### src/rtl/modbus_input_snapshot.sv
// Shadow-buffered function-04 input registers, committed only while RS-485 is quiet.
// Optional SNAPSHOT_STATS_EN keeps the commit and overrun counters.
module modbus_input_snapshot #(
  parameter int CLK_FREQ      = 50000000,
  parameter int BAUD_RATE     = 115200,
  parameter int TIMEOUT_CHARS = 32
) (
  input  logic        clk,
  input  logic        rst_n,
  input  logic [15:0] src_01,
  input  logic [15:0] src_02,
  input  logic [15:0] src_03,
  input  logic [15:0] src_04,
  input  logic        src_valid,
  input  logic        rs485_rx,
  input  logic        response_done,
  output logic [15:0] read_04_01,
  output logic [15:0] read_04_02,
  output logic [15:0] read_04_03,
  output logic [15:0] read_04_04,
  output logic        pending,
  output logic        bus_active,
  output logic [15:0] commit_cnt,
  output logic [7:0]  ovr_cnt
);

  localparam int TIMEOUT_CYC = TIMEOUT_CHARS * 11 * (CLK_FREQ / BAUD_RATE);
  localparam int CW = $clog2(TIMEOUT_CYC + 1);
  localparam logic [CW-1:0] CNT_LAST = CW'(TIMEOUT_CYC - 1);

  typedef enum logic {
    QUIET  = 1'b0,
    ACTIVE = 1'b1
  } state_t;

  state_t        state, state_nxt;
  logic [CW-1:0] idle_cnt, idle_nxt;
  logic          rx_s1, rx_s2, rx_d;
  logic          rx_fall;
  logic          commit;
  logic [15:0]   sh_01, sh_02, sh_03, sh_04;

  // rx_d only feeds edge detection; rx_s2 is the synchronised level
  always_ff @(posedge clk) begin
    if (!rst_n) begin
      rx_s1 <= 1'b1;
      rx_s2 <= 1'b1;
      rx_d  <= 1'b1;
    end else begin
      rx_s1 <= rs485_rx;
      rx_s2 <= rx_s1;
      rx_d  <= rx_s2;
    end
  end

  assign rx_fall    = rx_d & ~rx_s2;
  assign commit     = (state == QUIET) & pending & ~rx_fall;
  assign bus_active = (state == ACTIVE);

  always_ff @(posedge clk) begin
    if (!rst_n) begin
      state    <= QUIET;
      idle_cnt <= '0;
    end else begin
      state    <= state_nxt;
      idle_cnt <= idle_nxt;
    end
  end

  always_comb begin
    state_nxt = state;
    idle_nxt  = idle_cnt;
    unique case (state)
      QUIET: begin
        if (rx_fall) begin
          state_nxt = ACTIVE;
          idle_nxt  = '0;
        end
      end
      ACTIVE: begin
        if (response_done) begin
          state_nxt = QUIET;
        end else if (!rx_s2) begin
          idle_nxt = '0;
        end else if (idle_cnt == CNT_LAST) begin
          state_nxt = QUIET;
        end else begin
          idle_nxt = idle_cnt + CW'(1);
        end
      end
    endcase
  end

  // A commit reads the shadow as it was before this edge
  always_ff @(posedge clk) begin
    if (!rst_n) begin
      sh_01      <= '0;
      sh_02      <= '0;
      sh_03      <= '0;
      sh_04      <= '0;
      read_04_01 <= '0;
      read_04_02 <= '0;
      read_04_03 <= '0;
      read_04_04 <= '0;
      pending    <= 1'b0;
    end else begin
      if (src_valid) begin
        sh_01 <= src_01;
        sh_02 <= src_02;
        sh_03 <= src_03;
        sh_04 <= src_04;
      end
      if (commit) begin
        read_04_01 <= sh_01;
        read_04_02 <= sh_02;
        read_04_03 <= sh_03;
        read_04_04 <= sh_04;
      end
      if (src_valid) begin
        pending <= 1'b1;
      end else if (commit) begin
        pending <= 1'b0;
      end
    end
  end

`ifdef SNAPSHOT_STATS_EN
  always_ff @(posedge clk) begin
    if (!rst_n) begin
      commit_cnt <= '0;
      ovr_cnt    <= '0;
    end else begin
      if (commit) begin
        commit_cnt <= commit_cnt + 16'd1;
      end
      if (src_valid && pending && !commit && ovr_cnt != 8'hFF) begin
        ovr_cnt <= ovr_cnt + 8'd1;
      end
    end
  end
`else
  assign commit_cnt = '0;
  assign ovr_cnt    = '0;
`endif

endmodule
### config.mk
export PLATFORM = sky130hd
export DESIGN_NAME = modbus_input_snapshot
export DESIGN_NICKNAME = d
export VERILOG_FILES = /design/src/rtl/modbus_input_snapshot.sv
export SDC_FILE = /design/constraint.sdc
export NUM_CORES = 1
export LEC_CHECK = 0
export BUFFER_PORTS_ARGS = -buffer_cell sky130_fd_sc_hd__buf_2
export CORE_AREA = 2 2 106 108
export DETAILED_ROUTE_END_ITERATION = 8
export DIE_AREA = 0 0 108 110
export PLACE_DENSITY_LB_ADDON = 0.1
export SYNTH_ARGS = -nofsm -noshare
export SYNTH_HDL_FRONTEND = slang
export SYNTH_SLANG_ARGS = --single-unit
### constraint.sdc
create_clock -name clk -period 3 [get_ports clk]
set_input_delay 0.15 -clock clk [delete_from_list [all_inputs] [get_ports clk]]
set_output_delay 0.15 -clock clk [all_outputs]
set_load 0.05 [all_outputs]
==> report_table.html, run 1 <==
<table>
<tr><th>Metric</th><th>Value</th></tr>
<tr><th colspan="2">Timing</th></tr>
<tr><td>Worst relative slew slack</td><td>31.2%</td></tr>
<tr><td>Tmin final</td><td>1.95 ns</td></tr>
<tr><td>Setup_tns</td><td>0 ns</td></tr>
<tr><td>Final setup skew</td><td>0.00697 ns</td></tr>
<tr><td>Pins over their slew limit</td><td>0</td></tr>
<tr><td>Ratio of final minimum period to clock period</td><td>65.1%</td></tr>
<tr><td>Slew of the pin with the lowest slew margin</td><td>1.03 ns</td></tr>
<tr><td>Setup-failing EPs final</td><td>0</td></tr>
<tr><td>Setup repair after global routing missed its margin</td><td>false</td></tr>
<tr><td>Final hold violation count</td><td>0</td></tr>
<tr><td>Top achievable clock speed</td><td>512 MHz</td></tr>
<tr><th colspan="2">Synthesis</th></tr>
<tr><td>Multiplexer fraction of the synthesized cell area</td><td>11.5%</td></tr>
<tr><td>Post-synthesis cell count</td><td>654</td></tr>
<tr><td>Number of distinct library cells after synthesis</td><td>42</td></tr>
<tr><td>Fraction of synthesized cell area in xor and xnor cells</td><td>0%</td></tr>
<tr><td>Simple logic cell fraction of the synthesized area</td><td>19.2%</td></tr>
<tr><td>Post-synthesis compound-gate area fraction</td><td>10.3%</td></tr>
<tr><td>Number of storage elements in the synthesis netlist</td><td>151</td></tr>
<tr><td>Average footprint of a synthesized cell</td><td>8.81 um2</td></tr>
<tr><td>Portion of the post-synthesis area used by sequential elements</td><td>52.5%</td></tr>
<tr><td>Warnings, synthesis</td><td>0</td></tr>
<tr><td>Fraction of the mapped netlist area in adder cells</td><td>0.217%</td></tr>
<tr><td>Syn Std Cell Area</td><td>0.00576 mm2</td></tr>
<tr><td>Largest family of logic cells by synthesized area</td><td>simple AND/OR/NAND/NOR gates</td></tr>
<tr><th colspan="2">Detailed routing</th></tr>
<tr><td>Avg Vias per Cell</td><td>5.14</td></tr>
<tr><td>DRC errors left</td><td>0</td></tr>
<tr><td>DR iter-0 viols</td><td>323</td></tr>
<tr><td>Total via count after detailed routing</td><td>5080</td></tr>
<tr><td>Detailed-router iteration count before antenna repair</td><td>5</td></tr>
<tr><td>Wire length reported by the detailed router</td><td>14.3 mm</td></tr>
<tr><td>Number of nets with antenna violations after routing</td><td>0</td></tr>
<tr><td>Average wire per standard cell</td><td>14.4 um</td></tr>
<tr><th colspan="2">CTS</th></tr>
<tr><td>CTS max path bufs</td><td>2</td></tr>
<tr><td>Maximum level of the CTS H-tree</td><td>4</td></tr>
<tr><td>Setup Fix Bufs, Post-CTS</td><td>0</td></tr>
<tr><td>CTS resizes</td><td>0</td></tr>
<tr><td>Clk slew on worst S/H paths</td><td>0.06 ns</td></tr>
<tr><td>Root cell of the clock tree</td><td>clkbuf_8</td></tr>
<tr><td>Number of clock buffers inserted by TritonCTS</td><td>17</td></tr>
<tr><td>TritonCTS clock tree</td><td>yes</td></tr>
<tr><td>Number of clock sinks seen by CTS</td><td>151</td></tr>
<tr><td>Clock latency on the worst-skew pair</td><td>0.53 ns</td></tr>
<tr><th colspan="2">Finish</th></tr>
<tr><td>Ant diodes</td><td>0</td></tr>
<tr><td>Final cell count without fillers</td><td>989</td></tr>
<tr><td>Most flop-heavy register</td><td>idle_cnt</td></tr>
<tr><td>Fill count</td><td>844</td></tr>
<tr><td>Nets</td><td>906</td></tr>
<tr><td>Final standard cell utilization of the core</td><td>72.0%</td></tr>
<tr><td>Flip-flop count of the largest register, all copies and words added</td><td>18</td></tr>
<tr><td>Synth-to-Final Area Change</td><td>33.8%</td></tr>
<tr><td>Layout cells sized above 1</td><td>21.7%</td></tr>
<tr><th colspan="2">Die</th></tr>
<tr><td>Chip height</td><td>110 um</td></tr>
<tr><td>I/O pin cnt</td><td>159</td></tr>
<tr><td>Die width</td><td>108 um</td></tr>
<tr><td>Full die area</td><td>0.0119 mm2</td></tr>
<tr><td>Starting density of the core</td><td>53.9%</td></tr>
<tr><td>CORE AREA</td><td>0.0107 mm2</td></tr>
<tr><td>Cell row count</td><td>38</td></tr>
<tr><th colspan="2">GRT</th></tr>
<tr><td>Global Route Usage Sum</td><td>24.4%</td></tr>
<tr><td>Remaining global-route overflow</td><td>0</td></tr>
<tr><td>Global-route wire length before repair</td><td>22.8 mm</td></tr>
<tr><td>Maximum number of pins on one net before global-route repair</td><td>105</td></tr>
<tr><td>Number of antenna violations at the first check in global routing</td><td>0</td></tr>
<tr><td>Vias in the first global route</td><td>4851</td></tr>
<tr><th colspan="2">Critical path</th></tr>
<tr><td>Startpoint types</td><td>flip-flop</td></tr>
<tr><td>Maximum fanout along the worst path</td><td>48</td></tr>
<tr><td>Critical setup path kind</td><td>reg2reg</td></tr>
<tr><td>Endpoint required time on the critical path</td><td>3.45 ns</td></tr>
<tr><td>Arrival time at the worst endpoint</td><td>2.40 ns</td></tr>
<tr><td>Setup crit end kind</td><td>flip-flop</td></tr>
<tr><th colspan="2">Placement</th></tr>
<tr><td>Number of port buffers</td><td>134</td></tr>
<tr><td>Final weighted congestion in routability-driven placement</td><td>0.887</td></tr>
<tr><td>HPWL Detailed</td><td>8.55 mm</td></tr>
<tr><td>Cell total after placement</td><td>890</td></tr>
<tr><th colspan="2">Run status</th></tr>
<tr><td>Status</td><td>finished clean</td></tr>
<tr><th colspan="2">Pwr</th></tr>
<tr><td>Static leakage</td><td>3.43 nW</td></tr>
<tr><td>PwrDens</td><td>636 mW/mm2</td></tr>
<tr><td>Maximum VDD drop</td><td>0.000409 V</td></tr>
<tr><th colspan="2">Flow run</th></tr>
<tr><td>Number of max-capacitance violations reported</td><td>0</td></tr>
<tr><th colspan="2">Worst hold path</th></tr>
<tr><td>Worst hold path class</td><td>in2reg</td></tr>
</table>
## area by class of cell
| type | count | area (um2) | area share (%) |
|---|---|---|---|
| inverters | 2 | 10.0 | 0.130 |
| repair buffers | 206 | 1390 | 18.1 |
| multi-input cells | 458 | 2470 | 32.0 |
| well taps | 140 | 175 | 2.27 |
| clock inverters | 13 | 194 | 2.52 |
| clock buffers | 19 | 442 | 5.73 |
| flip-flops and latches | 151 | 3020 | 39.2 |
## power by group
part	leakage [nW]	internal, W	switching, W	total (W)
clock	0.303	0.00141	0.000846	0.00225
combinational	1.90	0.000185	0.000341	0.000526
sequential	1.23	0.00208	0.0000391	0.00212
total	3.43	0.00367	0.00123	0.00490
## per-layer routing
layer / routed length [um] / vias to the layer above / global-route usage, %
li1: - / 2508 / -
met1: 6060 / 2365 / 30.1
met2: 7020 / 183 / 41.1
met3: 968 / 24 / 7.23
met4: 208 / 0 / 8.52
met5: 0 / - / 0
## worst max-delay path, cell delays in order, from the launching register on
cell and delay (ns):
dfxtp_1 0.34, nand2b_1 0.16, nor2b_1 0.16, nand2_2 0.32
buf_4 0.52, nand2_1 0.13, a21oi_1 0.19
## kinds of logic (layout without fill, tap and decap cells)
family,after synthesis,count (layout)
and+or+nand+nor,261,261
buffers and inverters,68,240
muxes,66,66
AOI/OAI and AO/OA,106,106
other,1,24
DFF,151,151
adders and majority gates,1,1
## through the flow
stage	setup slack (ns)	hold slack [ns]	instance area [um2]	total power [W]
6_report	1.05	0.0665	7710	0.00490
3_3_place_gp	1.11	0.336	6400	0.00261
4_1_cts	1.08	0.0364	7710	0.00493
2_1_floorplan	1.04	0.223	5850	0.00252
5_1_grt	0.887	0.0533	7710	0.00508
3_5_place_dp	1.08	0.340	6400	0.00262
## cells in the mapped netlist
cell	number	area share [%]
o41ai_1	1	0.15
a31oi_1	5	0.54
conb_1	1	0.065
nor4_1	2	0.22
nand3_1	11	0.96
ha_1	1	0.22
o211ai_1	1	0.13
o211a_1	3	0.52
dfxtp_1	151	52
o221a_2	3	0.59
or4b_2	1	0.17
o21ai_0	9	0.78
clkbuf_1	32	2.1
nor4b_1	1	0.15
and4_2	1	0.17
o21ai_1	2	0.17
nand2b_1	5	0.54
and2_4	1	0.15
or4_1	2	0.26
nor3_1	5	0.43
buf_1	4	0.26
inv_1	2	0.13
nor4bb_1	2	0.35
a211oi_1	2	0.26
nor2_1	76	5.0
nand2_1	140	9.1
and4_4	1	0.20
mux2i_1	64	11
mux2_2	2	0.39
o21a_1	1	0.13
a31o_2	1	0.15
buf_2	5	0.43
buf_6	1	0.20
nor2b_1	1	0.11
a311o_1	1	0.17
and3_1	4	0.43
buf_4	24	3.1
o31ai_1	1	0.13
and4_1	2	0.30
nand4_1	2	0.22
and2_1	4	0.43
a21oi_1	76	6.6
## placed cells by master, fill, tap and decap left out, types with 3 or more instances in the layout
| cell type | n |
|---|---|
| clkbuf_16 | 16 |
| nand2b_1 | 5 |
| clkbuf_8 | 3 |
| nand3_1 | 11 |
| buf_2 | 133 |
| o21ai_0 | 9 |
| conb_1 | 24 |
| a21oi_1 | 76 |
| buf_4 | 5 |
| nand2_1 | 139 |
| and3_1 | 4 |
| nor3_1 | 5 |
| o211a_1 | 3 |
| a31oi_1 | 5 |
| dfxtp_1 | 151 |
| clkinvlp_4 | 3 |
| and2_1 | 3 |
| dlygate4sd3_1 | 67 |
| clkinv_4 | 3 |
| o221a_2 | 3 |
| nor2_1 | 76 |
| bufinv_16 | 4 |
| mux2i_1 | 64 |
## final timing paths
path / from / to / slack (ns) / cells after the start
setup / recovery: rx_s2 / read_04_03[8] / 1.05 / 6
hold / removal: response_done / idle_cnt[14] / 0.07 / 4
hold reg to reg: rx_s1 / rx_s2 / 0.42 / 1
setup reg to reg: rx_s2 / read_04_03[8] / 1.05 / 6
## repair_timing
| action | CTS | global route |
|---|---|---|
| hold endpoints to repair | 67 | 0 |
| hold buffers | 67 | 0 |
| endpoints found under the setup margin | 0 | 0 |
Power figures use the tool's default switching activity.
==> inputs of run 2 (changes only) <==
--- a/config.mk
+++ b/config.mk
@@ -6,9 +6,9 @@
 export NUM_CORES = 1
 export LEC_CHECK = 0
 export BUFFER_PORTS_ARGS = -buffer_cell sky130_fd_sc_hd__buf_2
-export CORE_AREA = 2 2 106 108
+export CORE_AREA = 2 2 114 116
 export DETAILED_ROUTE_END_ITERATION = 8
-export DIE_AREA = 0 0 108 110
+export DIE_AREA = 0 0 116 118
 export PLACE_DENSITY_LB_ADDON = 0.1
 export SYNTH_ARGS = -nofsm -noshare
 export SYNTH_HDL_FRONTEND = slang
==> constraint.sdc (replaced) <==
create_clock -name clk -period 1.6 [get_ports clk]
set_input_delay 0.08 -clock clk [delete_from_list [all_inputs] [get_ports clk]]
set_output_delay 0.08 -clock clk [all_outputs]
set_load 0.05 [all_outputs]
==> run 2 against run 1 <==
Against the previous run:
- the flow now finishes with violations (setup timing)
- worst setup slack worse by 1.1 ns
- global-route usage is 2.6 points lower
- core utilization shrank 6.2 points
- combinational power up 100%
- total power up 81%
- routed wire length grew 3.0%
- count of clock-buffer cells in the layout rose by 3
- sequential share of layout area decreased by 2.1 points
- cell area increased by 6.1%
- sequential cell count unchanged
- critical path depth decreased by 1
- largest power group is now sequential cells
- highest routed layer unchanged
==> report_table.html, run 2 (synthesis results as in run 1) <==
<table>
<tr><th>Metric</th><th>Value</th></tr>
<tr><th colspan="2">Detailed routing</th></tr>
<tr><td>DRC errors left</td><td>0 (unchanged)</td></tr>
<tr><td>Number of nets with antenna violations after routing</td><td>0 (unchanged)</td></tr>
<tr><td>Wire length reported by the detailed router</td><td>14.7 mm (+3.0%)</td></tr>
<tr><td>Total via count after detailed routing</td><td>5214 (+2.6%)</td></tr>
<tr><td>DR iter-0 viols</td><td>237 (-27%)</td></tr>
<tr><td>Average wire per standard cell</td><td>13.9 um (-3.5%)</td></tr>
<tr><td>Avg Vias per Cell</td><td>4.94 (-3.9%)</td></tr>
<tr><td>Detailed-router iteration count before antenna repair</td><td>4 (-1)</td></tr>
<tr><th colspan="2">Timing</th></tr>
<tr><td>Top achievable clock speed</td><td>591 MHz (+15%)</td></tr>
<tr><td>Pins over their slew limit</td><td>0 (unchanged)</td></tr>
<tr><td>Final setup skew</td><td>0.00687 ns (-0.0000963 ns)</td></tr>
<tr><td>Final hold slack</td><td>0.109 ns (+0.0420 ns)</td></tr>
<tr><td>Setup repair after global routing missed its margin</td><td>true</td></tr>
<tr><td>Worst relative slew slack</td><td>65.8% (+35 points)</td></tr>
<tr><td>Ratio of final minimum period to clock period</td><td>106% (+41 points)</td></tr>
<tr><td>Tmin final</td><td>1.69 ns (-0.259 ns)</td></tr>
<tr><td>Final hold violation count</td><td>0 (unchanged)</td></tr>
<tr><td>Setup-failing EPs final</td><td>14 (+14)</td></tr>
<tr><td>Slew of the pin with the lowest slew margin</td><td>0.513 ns (-0.519 ns)</td></tr>
<tr><td>Post-route setup slack</td><td>-0.0933 ns (-1.14 ns)</td></tr>
<tr><th colspan="2">Placement</th></tr>
<tr><td>Number of port buffers</td><td>134 (unchanged)</td></tr>
<tr><td>HPWL Detailed</td><td>9.35 mm (+9.4%)</td></tr>
<tr><td>Final weighted congestion in routability-driven placement</td><td>0.846 (-4.6%)</td></tr>
<tr><td>Cell total after placement</td><td>957 (+7.5%)</td></tr>
<tr><th colspan="2">Flow run</th></tr>
<tr><td>Number of max-capacitance violations reported</td><td>0 (unchanged)</td></tr>
<tr><th colspan="2">CTS</th></tr>
<tr><td>Maximum level of the CTS H-tree</td><td>4 (unchanged)</td></tr>
<tr><td>TritonCTS clock tree</td><td>yes</td></tr>
<tr><td>Clock latency on the worst-skew pair</td><td>0.41 ns (-0.12 ns)</td></tr>
<tr><td>Number of clock buffers inserted by TritonCTS</td><td>17 (unchanged)</td></tr>
<tr><td>Root cell of the clock tree</td><td>clkbuf_16</td></tr>
<tr><td>CTS max path bufs</td><td>2 (unchanged)</td></tr>
<tr><td>Number of clock sinks seen by CTS</td><td>151 (unchanged)</td></tr>
<tr><td>Clk slew on worst S/H paths</td><td>0.06 ns (about the same)</td></tr>
<tr><th colspan="2">Finish</th></tr>
<tr><td>Area of the multi-input gates</td><td>0.00260 mm2 (+5.2%)</td></tr>
<tr><td>Nets</td><td>943 (+4.1%)</td></tr>
<tr><td>Most flop-heavy register</td><td>idle_cnt</td></tr>
<tr><td>Commonest cells after routing, fill and taps aside</td><td>141 x dfxtp_1, 139 x nand2_1, 133 x buf_2</td></tr>
<tr><td>Ant diodes</td><td>0 (unchanged)</td></tr>
<tr><td>Sequential standard cell area</td><td>0.00304 mm2 (+0.50%)</td></tr>
<tr><td>Synth-to-Final Area Change</td><td>42.0%</td></tr>
<tr><td>Layout cells sized above 1</td><td>27.3% (+5.6 points)</td></tr>
<tr><td>Most common cell after layout, fill and taps aside</td><td>dfxtp_1</td></tr>
<tr><td>Fill count</td><td>1069 (+27%)</td></tr>
<tr><td>Final cell count without fillers</td><td>1056 (+6.8%)</td></tr>
<tr><td>Flip-flop count of the largest register, all copies and words added</td><td>18 (unchanged)</td></tr>
<tr><th colspan="2">Critical path</th></tr>
<tr><td>Crit path cell chain</td><td>ha_4, and3_4, a311o_2, or4_1, o21ai_1</td></tr>
<tr><td>Slowest cell delay on critical path</td><td>0.46 ns (-0.06 ns)</td></tr>
<tr><td>Maximum fanout along the worst path</td><td>5 (-90%)</td></tr>
<tr><td>Critical setup path kind</td><td>reg2reg</td></tr>
<tr><td>Setup crit end kind</td><td>flip-flop</td></tr>
<tr><td>Endpoint required time on the critical path</td><td>1.94 ns (-1.51 ns)</td></tr>
<tr><td>Startpoint types</td><td>flip-flop</td></tr>
<tr><td>Arrival time at the worst endpoint</td><td>2.03 ns (-0.37 ns)</td></tr>
<tr><td>Critical Path Slowest Stage Cell</td><td>a311o_2</td></tr>
<tr><th colspan="2">GRT</th></tr>
<tr><td>Met2 capacity usage during global routing</td><td>36.5% (-4.6 points)</td></tr>
<tr><td>Global-route wire length before repair</td><td>23.9 mm (+4.7%)</td></tr>
<tr><td>Global Route met3 Usage</td><td>6.44% (-0.79 points)</td></tr>
<tr><td>Met1 usage in global routing</td><td>26.4% (-3.7 points)</td></tr>
<tr><td>Global Route Usage Sum</td><td>21.8% (-2.6 points)</td></tr>
<tr><td>Maximum number of pins on one net before global-route repair</td><td>82 (-22%)</td></tr>
<tr><td>Number of antenna violations at the first check in global routing</td><td>0 (unchanged)</td></tr>
<tr><td>Vias in the first global route</td><td>5038 (+3.9%)</td></tr>
<tr><td>Remaining global-route overflow</td><td>0 (unchanged)</td></tr>
<tr><td>Most crowded layer after global routing</td><td>met2</td></tr>
<tr><th colspan="2">Die</th></tr>
<tr><td>Die width</td><td>116 um (+7.4%)</td></tr>
<tr><td>Cell row count</td><td>41 (+7.9%)</td></tr>
<tr><td>Starting density of the core</td><td>46.4% (-7.4 points)</td></tr>
<tr><td>Chip height</td><td>118 um (+7.3%)</td></tr>
<tr><td>CORE AREA</td><td>0.0124 mm2 (+16%)</td></tr>
<tr><td>Full die area</td><td>0.0137 mm2 (+15%)</td></tr>
<tr><td>I/O pin cnt</td><td>159 (unchanged)</td></tr>
<tr><th colspan="2">Pwr</th></tr>
<tr><td>Static leakage</td><td>3.66 nW (+6.5%)</td></tr>
<tr><td>PwrDens</td><td>1080 mW/mm2 (+70%)</td></tr>
<tr><td>Maximum VDD drop</td><td>0.000587 V (+43%)</td></tr>
<tr><th colspan="2">Run status</th></tr>
<tr><td>Status</td><td>finished, violations left</td></tr>
<tr><td>Failing checks</td><td>setup timing</td></tr>
<tr><th colspan="2">Worst hold path</th></tr>
<tr><td>Worst hold path class</td><td>in2reg</td></tr>
</table>
==> run 2: changes by cell type in the layout (fill, tap and decap cells not counted), moves of 3 or more <==
cell / change
buf_4: +28
dfxtp_1: -10
dfxtp_2: +9
buf_12: +7
clkbuf_1: +3
clkinv_4: -3
==> run 2: through the flow <==
step                      total power [W]  setup WS [ns]  instance area [um2]  util (%)  TNS [ns]
after floorplan                   0.00472         -0.158                 5870         -    -0.247
after global placement            0.00495         -0.259                 6820      54.9     -2.29
after detailed placement          0.00497         -0.326                 6820      54.9     -3.23
after CTS                         0.00893        -0.0721                 8110      65.3    -0.452
after global routing              0.00920         -0.143                 8180      65.9     -1.74
final                             0.00885        -0.0933                 8180      65.9    -0.557
==> run 2: critical path: cells and delay by family (launching register included) <==
family	cells	cell delay, ns
and+or+nand+nor	2	0.60
adders and majority gates	1	0.15
AOI/OAI and AO/OA	2	0.54
DFF	1	0.33
==> run 2: what timing repair did <==
item	4_1_cts	5_1_grt
resized for setup	11	17
gates cloned	1	0
buffers inserted	0	2
hold endpoints to repair	68	0
hold buffers	66	0
pin swaps	7	11
setup endpoints to repair	18	53
==> run 2: path summary, 6_finish.rpt <==
kind | from | end | slack [ns] | depth (start not counted)
setup / recovery | idle_cnt[0] | idle_cnt[9] | -0.09 | 5
hold / removal | response_done | idle_cnt[14] | 0.11 | 4
setup reg to reg | idle_cnt[0] | idle_cnt[9] | -0.09 | 5
hold reg to reg | rx_s1 | rx_s2 | 0.42 | 1
==> run 2: layout make-up <==
type,count,area share (%)
Clock buffer,22,5.67
Clock inverter,8,1.21
Inverter,2,0.122
Multi-Input combinational cell,459,31.8
Sequential cell,151,37.1
Tap cell,172,2.63
Timing Repair Buffer,242,21.5
==> run 2: report_power, final <==
| group | leakage [nW] | switching (W) | internal [W] |
|---|---|---|---|
| clock | 0.272 | 0.00147 | 0.00236 |
| sequential | 1.24 | 0.0000727 | 0.00391 |
| combinational | 2.15 | 0.000650 | 0.000397 |
| total | 3.66 | 0.00219 | 0.00666 |
==> run 2: layer usage <==
metal  vias up  share of wire (%)
met3        19                6.0
li1       2590                  -
met4         0                1.4
met1      2426                 43
met2       179                 50
met5         -                  0
